File: src/rtl/spi_sram_controller.sv
// spi_sram_controller: Wishbone slave turning single-byte accesses into
// SPI SRAM read/write transactions (SPI mode 0, sck = clk/2).
module spi_sram_controller #(
  parameter int ADDR_WIDTH = 24
) (
  input  logic                  clk_i,
  input  logic                  rst_i,
  input  logic                  wbs_cyc_i,
  input  logic                  wbs_stb_i,
  input  logic [ADDR_WIDTH-1:0] wbs_adr_i,
  input  logic                  wbs_we_i,
  input  logic [7:0]            wbs_dat_i,
  output logic                  wbs_ack_o,
  output logic                  wbs_err_o,
  output logic                  wbs_rty_o,
  output logic [7:0]            wbs_dat_o,
  input  logic [1:0]            sram_config,
  output logic                  spi_cs_n_o,
  output logic                  spi_sck_o,
  output logic                  spi_mosi_o,
  input  logic                  spi_miso_i
);

  typedef enum logic [2:0] {
    IDLE, CMD, ADDR, DUMMY, DATA, DONE, ERR
  } state_t;

  state_t      state_q, state_d;
  logic [4:0]  cnt_q, cnt_d;
  logic        phase_q;
  logic [47:0] sr_q;
  logic [6:0]  rx_q;
  logic [7:0]  dat_q;
  logic [1:0]  cfg_q;
  logic        rd_q;
  logic        abort_q;

  logic        req, bad_adr, accept;
  logic        active, bit_end, last;
  logic [1:0]  cfg_in;
  logic [7:0]  op, wdat;
  logic [47:0] frame;

  assign req     = wbs_cyc_i & wbs_stb_i;
  assign cfg_in  = (sram_config == 2'd3) ? 2'd0 : sram_config;
  assign bad_adr = (cfg_in == 2'd1) &&
                   (|wbs_adr_i[ADDR_WIDTH-1:16]);
  assign accept  = (state_q == IDLE) & req & ~bad_adr;

  assign op   = wbs_we_i ? 8'h02 :
                (cfg_in == 2'd2) ? 8'h0B : 8'h03;
  assign wdat = wbs_we_i ? wbs_dat_i : 8'h00;

  // Whole transaction pre-packed MSB first; dummy/read bits stay 0
  assign frame = (cfg_in == 2'd1) ?
    {op, wbs_adr_i[15:0], wdat, 16'h0000} :
    {op, wbs_adr_i[23:0], wdat, 8'h00};

  assign active  = state_q inside {CMD, ADDR, DUMMY, DATA};
  assign bit_end = active & phase_q;
  assign last    = (cnt_q == 5'd0);

  assign spi_cs_n_o = ~active;
  assign spi_sck_o  = bit_end;
  assign spi_mosi_o = active & sr_q[47];
  assign wbs_ack_o  = (state_q == DONE) & ~abort_q;
  assign wbs_err_o  = (state_q == ERR);
  assign wbs_rty_o  = 1'b0;
  assign wbs_dat_o  = dat_q;

  always_comb begin
    state_d = state_q;
    cnt_d   = cnt_q;
    unique case (state_q)
      IDLE: if (req) begin
        state_d = bad_adr ? ERR : CMD;
        cnt_d   = 5'd7;
      end
      CMD, ADDR, DUMMY, DATA: if (bit_end) begin
        cnt_d = cnt_q - 5'd1;
        if (last) begin
          cnt_d = 5'd7;
          unique case (state_q)
            CMD: begin
              state_d = ADDR;
              cnt_d   = (cfg_q == 2'd1) ? 5'd15 : 5'd23;
            end
            ADDR:
              state_d = (cfg_q == 2'd2 && rd_q) ? DUMMY : DATA;
            DUMMY:   state_d = DATA;
            default: state_d = DONE;
          endcase
        end
      end
      default: state_d = IDLE;
    endcase
  end

  always_ff @(posedge clk_i or posedge rst_i) begin
    if (rst_i) begin
      state_q <= IDLE;
      cnt_q   <= '0;
      phase_q <= 1'b0;
      sr_q    <= '0;
      rx_q    <= '0;
      dat_q   <= '0;
      cfg_q   <= '0;
      rd_q    <= 1'b0;
      abort_q <= 1'b0;
    end else begin
      state_q <= state_d;
      cnt_q   <= cnt_d;
      if (accept) begin
        phase_q <= 1'b0;
        sr_q    <= frame;
        cfg_q   <= cfg_in;
        rd_q    <= ~wbs_we_i;
        abort_q <= 1'b0;
      end else if (active) begin
        phase_q <= ~phase_q;
        if (!wbs_cyc_i) abort_q <= 1'b1;
        if (phase_q) begin
          sr_q <= {sr_q[46:0], 1'b0};
          rx_q <= {rx_q[5:0], spi_miso_i};
        end
      end
      // Abandoned reads leave the previous byte visible
      if (bit_end && last && state_q == DATA &&
          rd_q && !abort_q && wbs_cyc_i)
        dat_q <= {rx_q, spi_miso_i};
    end
  end

endmodule

File: config.mk
export PLATFORM = sky130hd
export DESIGN_NAME = spi_sram_controller
export DESIGN_NICKNAME = d
export VERILOG_FILES = /design/src/rtl/spi_sram_controller.sv
export SDC_FILE = /design/constraint.sdc
export NUM_CORES = 1
export LEC_CHECK = 0
export BUFFER_PORTS_ARGS = -buffer_cell sky130_fd_sc_hd__buf_2
export CAP_MARGIN = 20
export CORE_AREA = 3 3 88 90
export DETAILED_ROUTE_END_ITERATION = 10
export DIE_AREA = 0 0 91 93
export GPL_TIMING_DRIVEN = 0
export PLACE_DENSITY = 0.79
export SYNTH_ARGS = -nofsm -noshare
export SYNTH_HDL_FRONTEND = slang
export SYNTH_SLANG_ARGS = --single-unit
File: constraint.sdc
create_clock -name clk_i -period 2.6 [get_ports clk_i]
set_input_delay 0.13 -clock clk_i [delete_from_list [all_inputs] [get_ports clk_i]]
set_output_delay 0.13 -clock clk_i [all_outputs]
set_load 0.03 [all_outputs]
Yosys cells after proc, flatten, opt, wreduce, memory -nomap -nowiden
Index checks and enable logic that the tools add are counted.
{ "totals": {"output_inout_bits": 14, "ff_bits": 76, "wordCells": 84, "in_bits": 40} }
{ "classes": {"n_mux": 26, "n_bitwise": 12, "addsub": 1, "eq_ne": 15, "reduce_logical": 21} }
{ "op_table": {"columns": ["op", "n"], "rows": [
  ["2-to-1 mux 48 bit", 3],
  ["2-to-1 mux 40 bit", 1],
  ["2-to-1 mux 5 bit", 5],
  ["2-to-1 mux 3 bit", 5],
  ["case mux 5 bit (2 select lines)", 1],
  ["== test 3 bit, second input constant", 3],
  ["case mux 3 bit (3 select lines)", 1],
  ["AND reduction 3 bit", 3],
  ["2-to-1 mux 4 bit", 2],
  ["2-to-1 mux 8 bit", 1],
  ["OR reduction 8 bit", 1],
  ["logical AND 1 bit", 7],
  ["AND 1 bit", 6],
  ["== test 2 bit, second input constant", 3],
  ["== test 3 x 2 -> 1 bit, second input constant", 2],
  ["!= test 2 bit, second input constant", 3],
  ["NOT 1 bit", 6],
  ["case mux 3 bit (2 select lines)", 1],
  ["nonzero test 2 bit", 3],
  ["logical NOT 5 bit", 1],
  ["2-to-1 mux 1 bit", 5],
  ["subtractor 5 x 1 -> 5 bit, second input constant", 1],
  ["== test 2 x 1 -> 1 bit, second input constant", 2],
  ["AND reduction 2 bit", 2],
  ["7 further kinds", 7]
]} }

Longest topological paths before layout
{ "depth": {"ltp_word": 8, "depth_mapped": 8, "ltp_nobuf": 6} }

Least setup slack after synthesis
Ideal clock, no wire load.
{ "synth_path": {"kind": "register to register", "startpoint": "register state_q[2]", "endpoint": "register cnt_q[4]", "setup_time_ns": 0.130, "arrival_time_ns": 1.794, "path_buffers": 4, "synth_period_minus_slack_ns": 1.924, "required_ns": 2.470, "path_stages_with_launch": 9, "slack_ns": 0.676, "path_cell_list": "dfrtp_1 -> buf_6 -> or3_1 -> buf_2 -> or2_1 -> buf_6 -> buf_4 -> a22oi_1 -> o22ai_1"} }
{ "synth_via": {"elab_chain_cells": 5, "elab_cells_between_ends": 16, "classes_between": "6 x eq/ne; 4 x mux; 1 x bitwise; 5 x reduce/logical"} }
{ "synth_lines": {"columns": ["element", "line_no", "rtl"], "rows": [
  ["from (decl)", "28", "state_t state_q, state_d;"],
  ["from (signal assigned)", "111", "state_q <= state_d;"],
  ["== test 3 x 1 -> 1 bit (tied with other cells)", "59, 74, 83", null],
  ["nonzero test 4 bit or 2-to-1 mux 5 bit (tied branches)", "59, 83", null],
  ["AND 1 bit or 2-to-1 mux 5 bit (tied branches)", "60, 81", null],
  ["!= test 2 bit (no source line) or 2-to-1 mux 5 bit (tied branches)", null, null],
  ["AND reduction 3 bit (no source line) or case mux 5 bit (2 select lines) (tied branches)", null, null],
  ["to (signal assigned)", "112", "cnt_q <= cnt_d;"],
  ["to (decl)", "29", "logic [4:0] cnt_q, cnt_d;"]
]} }
Several ways; a longest one is shown, not always the timed one. The select of a mux whose other input is x is not followed.
A chain may end at the register's enable or synchronous reset.

Final worst setup path
{ "layout_path": {"startpoint": "register state_q[0]", "endpoint": "register cnt_q[3]"} }
The elaborated chain is that of the path after synthesis.

==> impl_summary.md <==
Status
The run finished with clean final reports.

Finish
The post-synthesis to final-layout area growth is 17.3%. The number of antenna diodes is 0. The layout filler cell count is about 670.

Of the cells placed in the final design, the portion with a size suffix greater than 1 is 24.3%. The area of all placed cells without fillers is around 0.004 sq mm. The sequential cell area is about 0.0017 sq mm.

The post-layout net count is approximately 450. The end-of-flow core utilization is between 50% and 60%. In the final layout, the multi-input gates occupy 0.00160 sq mm.

Yosys
After synthesis, the mean cell area works out to about 10 sq um. The synthesized netlist occupies a cell area of about 0.0035 sq mm. Multiplexer cells account for 2.87% of the synthesized area.

The area share of the leading cell type in the synthesized netlist is 48.8%. The post-synthesis net count is 390. The share of synthesized area occupied by flip-flops and latches is roughly half. The adder-cell share of the synthesized area is 0.359%.

The flop and latch count out of synthesis is 68. The synthesized design contains 0 enable-type register cells. Ranked by total cell area, the synthesized netlist is headed by dfrtp_1 (49%), a221o_1 (6.9%), nand2_1 (5.5%).

After Yosys synthesis, XOR and XNOR cells account for less than 1% of the synthesized area. After technology mapping, the gate count stands at ~350. The async set or reset register ratio after synthesis is 100%. The number of different library cells in the post-synthesis netlist is 60. Yosys printed 0 warnings.

The dominant combinational cell family by area after synthesis is compound AO/OA/AOI/OAI gates. The synthesized design spends more area on one cell type than any other, namely dfrtp_1. The compound-gate portion of the synthesized area is 21.6%.

Among all flip-flop cells after synthesis, the most frequent one is dfrtp_1. Of the total synthesized cell area, the portion taken by AND, OR, NAND and NOR gates is 20.2%.

Floorplanning
The overall die height is slightly above 90 microns. The cell row count is 31. During I/O placement, the number of pins put on the boundary was 54. The floorplan step set the die width to between 90 and 100 microns. The floorplan die area is about 0.0085 sq mm. The initial utilization of the core area, before any placement, comes to slightly below 50%. The placeable core area is 0.00714 sq mm.

Critical path
The data arrival time at the worst-slack endpoint is between 2000 and 2500 ps. Walking the worst path, the cells encountered are clkbuf_1, o21ai_2, nand3_2, inv_2, buf_2, o32ai_1, a22o_1. In this design, the stage delay of the slowest critical-path cell is between 300 and 400 ps. The worst setup path is launched from a flop. For the worst setup path, the data required time is 2820 ps. On the critical path, the stage with the largest delay is an instance of dfrtp_1.

The worst setup path is captured at a flop. The start-to-end type of the worst setup path is reg -> reg. The family of cells with the greatest summed delay on the critical path is buffers and inverters. The count of buffering cells on the critical path with inverters included is 3. The maximum net fanout on the critical path is 16.

Placement
After detailed placement, the total cell area comes to slightly below 0.004 sq mm. The congestion estimate from routability-driven global placement came to about 0.89. The count of buffers from port buffering is between 50 and 60. The half-perimeter wire length after detailed placement is between 6000 and 7000 microns.

Global route
Entering global routing, the biggest net connects 36 pins. The number of antenna violations at the first check in global routing is 0. The total congestion overflow after global routing is 0. The number of global-route vias before repair is 3055. The first global-routing pass estimated roughly 14000 microns of wire. The total global routing track utilization is approximately a fifth.

Pwr
The analysis attributes to net switching a power of 0.00166 W. The total leakage power is ~1.9 nW. The internal portion of the total power is between 0.002 and 0.003 W. The logic gate share of total power is approximately two fifths. The part of the total power dissipated in the clock network is 19.4%. Power spread over the standard cell area amounts to 1070 mW/mm^2. IR analysis of the VDD net gives a maximum drop of about 0.54 mV. The share of total power consumed by net switching is a little under two fifths.

Sequential cells account for approximately 40% of the total power.

Route
The total via count in the routed design is ~3200. For this run, design rule violations remaining after detail routing come to 0. The routed wire length is about 8600 microns. The mean number of vias per cell is between 6 and 7. The detail-routed net length per standard cell is ~17 microns.

The first routing iteration left about 220 violations. The detail route stage leaves a number of antenna-violating nets equal to 0. The first detailed-routing pass ran for 5 iterations.

STA
The max-slew violation count came to 0. Static timing analysis puts the maximum clock frequency at 452 MHz. The remaining max-slew budget at the tightest pin is 50.4%. The number of hold-slack violations in the final timing report is 0. The final count of negative-setup-slack endpoints is 0. Clock skew on the completed layout was measured at approximately 6.3 ps. Counting I/O delays and the setup requirement, the final critical path takes ~2200 ps.

The post-route fraction of the period consumed by the critical path is 85.1%. Setup total negative slack on the finished layout was measured at 0 ps. At the pin with the least slew margin, the transition time is ~740 ps. Setup repair after global routing left no endpoint under its margin.

Clock tree
The clock-pin transition on the worst setup and hold timing paths is about 70 ps. The tree built by TritonCTS fans out to between 60 and 70 sinks. The number of H-tree levels is 3. The number of buffers added by the clock tree synthesis step is 9. The root buffer cell is clkbuf_8. Post-CTS timing repair inserted 0 buffers for setup. In this run the deepest clock path goes through 2 buffers. The later pin in the worst-skew pair is clocked with a latency of approximately 340 ps. TritonCTS built the clock tree.

Flow run
The tool flagged a number of max-cap violations equal to 0.

Min path
The path class of the lowest-slack min-delay path is in -> reg.
what timing repair did:
item / CTS / global route
gates resized for setup: 1 / 0
hold endpoints to repair: 34 / 0
hold buffers: 1 / 0
cloned: 0 / 0
endpoints found under the setup margin: 1 / 1
metrics by stage:
stage | setup slack [ps] | power [W] | instances | hold WS, ps
2_1_floorplan | 676 | 0.00307 | 349 | 235
3_3_place_gp | -22.1 | 0.00346 | 500 | 348
3_5_place_dp | 339 | 0.00354 | 501 | 300
4_1_cts | 98.6 | 0.00440 | 516 | 1.99
5_1_grt | 181 | 0.00472 | 515 | 18.9
6_report | 386 | 0.00438 | 515 | 4.96
cells by family after synthesis:
group,Yosys count
mux,9
fa+ha+maj,1
compound gates,100
simple gates,127
buf+inv,41
xor+xnor,2
other cells,1
flops,68
layer usage:
| metal | up-vias | GRT usage, % | part of all wire (%) | wire, microns |
|---|---|---|---|---|
| li1 | 1437 | - | - | - |
| met1 | 1555 | 28.6 | 44 | 3810 |
| met2 | 135 | 32.3 | 46 | 3990 |
| met3 | 23 | 4.42 | 6.6 | 568 |
| met4 | 0 | 11.2 | 2.7 | 231 |
| met5 | - | 0 | 0 | 0 |
power groups by stage:
stage	logic, W	clock network (W)	registers [W]
final	0.00181	0.000851	0.00173
after global routing	0.00203	0.000911	0.00177
after CTS	0.00182	0.000863	0.00172
after detailed placement	0.00182	0	0.00173
after global placement	0.00174	0	0.00172
after floorplan	0.00142	0	0.00166
layout make-up:
cell class                      instances  share of cell area, %
Sequential cell                        68                   41.6
Multi-Input combinational cell        240                   39.1
Timing Repair Buffer                   54                   7.09
Clock buffer                           12                   3.79
Buffer                                 28                   3.49
Tap cell                               99                   3.03
Inverter                               12                   1.10
Clock inverter                          2                  0.856
worst reg2reg max path: stages (launching register included):
cell	delay, ps
dfrtp_1	370
clkbuf_1	230
o21ai_2	320
nand3_2	250
inv_2	300
buf_2	300
o32ai_1	130
a22o_1	200
cell usage in the layout, fill, tap and decap left out, drive strengths merged, types with 2 or more instances in the layout:
| master | n |
|---|---|
| dfrtp | 68 |
| buf | 65 |
| nand2 | 51 |
| a21oi | 29 |
| clkbuf | 28 |
| a221o | 24 |
| nand4 | 16 |
| nor3 | 13 |
| inv | 12 |
| o21ai | 11 |
| nor2 | 10 |
| o22ai | 9 |
| nand3 | 9 |
| mux2 | 8 |
| and4b | 8 |
| a2bb2oi | 7 |
| nor4 | 4 |
| nand2b | 3 |
| a21o | 2 |
| and2 | 2 |
| o31ai | 2 |
| nand4bb | 2 |
| a31oi | 2 |
| nand3b | 2 |
| o311ai | 2 |
| o211ai | 2 |
cell usage after synthesis (2+ instances only):
cell and instances:
mux2_2 8, nand3_1 8, o31ai_1 2, inv_1 11, a31oi_1 2, nor4_2 2, a21o_1 2, buf_4 4
a221o_1 24, o211ai_1 2, and2_1 2, nor2_2 2, nand2b_1 3, and4b_1 8, nand4bb_1 2, buf_2 6
a2bb2oi_1 7, a21oi_1 28, buf_6 2, nor3_1 12, o21ai_0 9, clkbuf_1 16, nand3b_1 2, dfrtp_1 68
nand2_1 51, o22ai_1 9, o311ai_0 2, nand4_1 16, nor2_1 8
sequential cells by signal (all words and copies together) (netlist names):
name,count
phase_q,1
rd_q,1
cfg_q,2
wbs_dat_o,8
state_q,3
sr_q,40
cnt_q,5
abort_q,1
rx_q,7
final timing paths:
| path | from | end | slack, ps | cells past startpoint |
|---|---|---|---|---|
| worst max-delay path | state_q[0] | cnt_q[3] | 390 | 7 |
| min in group asynchronous | rst_i | sr_q[29] | 470 | 3 |
| worst min-delay path | spi_miso_i | rx_q[0] | 5 | 3 |
| worst max register to register | state_q[0] | cnt_q[3] | 390 | 7 |
| max in group asynchronous | rst_i | cnt_q[3] | 1500 | 4 |
| worst min register to register | rx_q[6] | rx_q[6] | 480 | 2 |
Note: power is estimated with default switching activity, not from simulation.
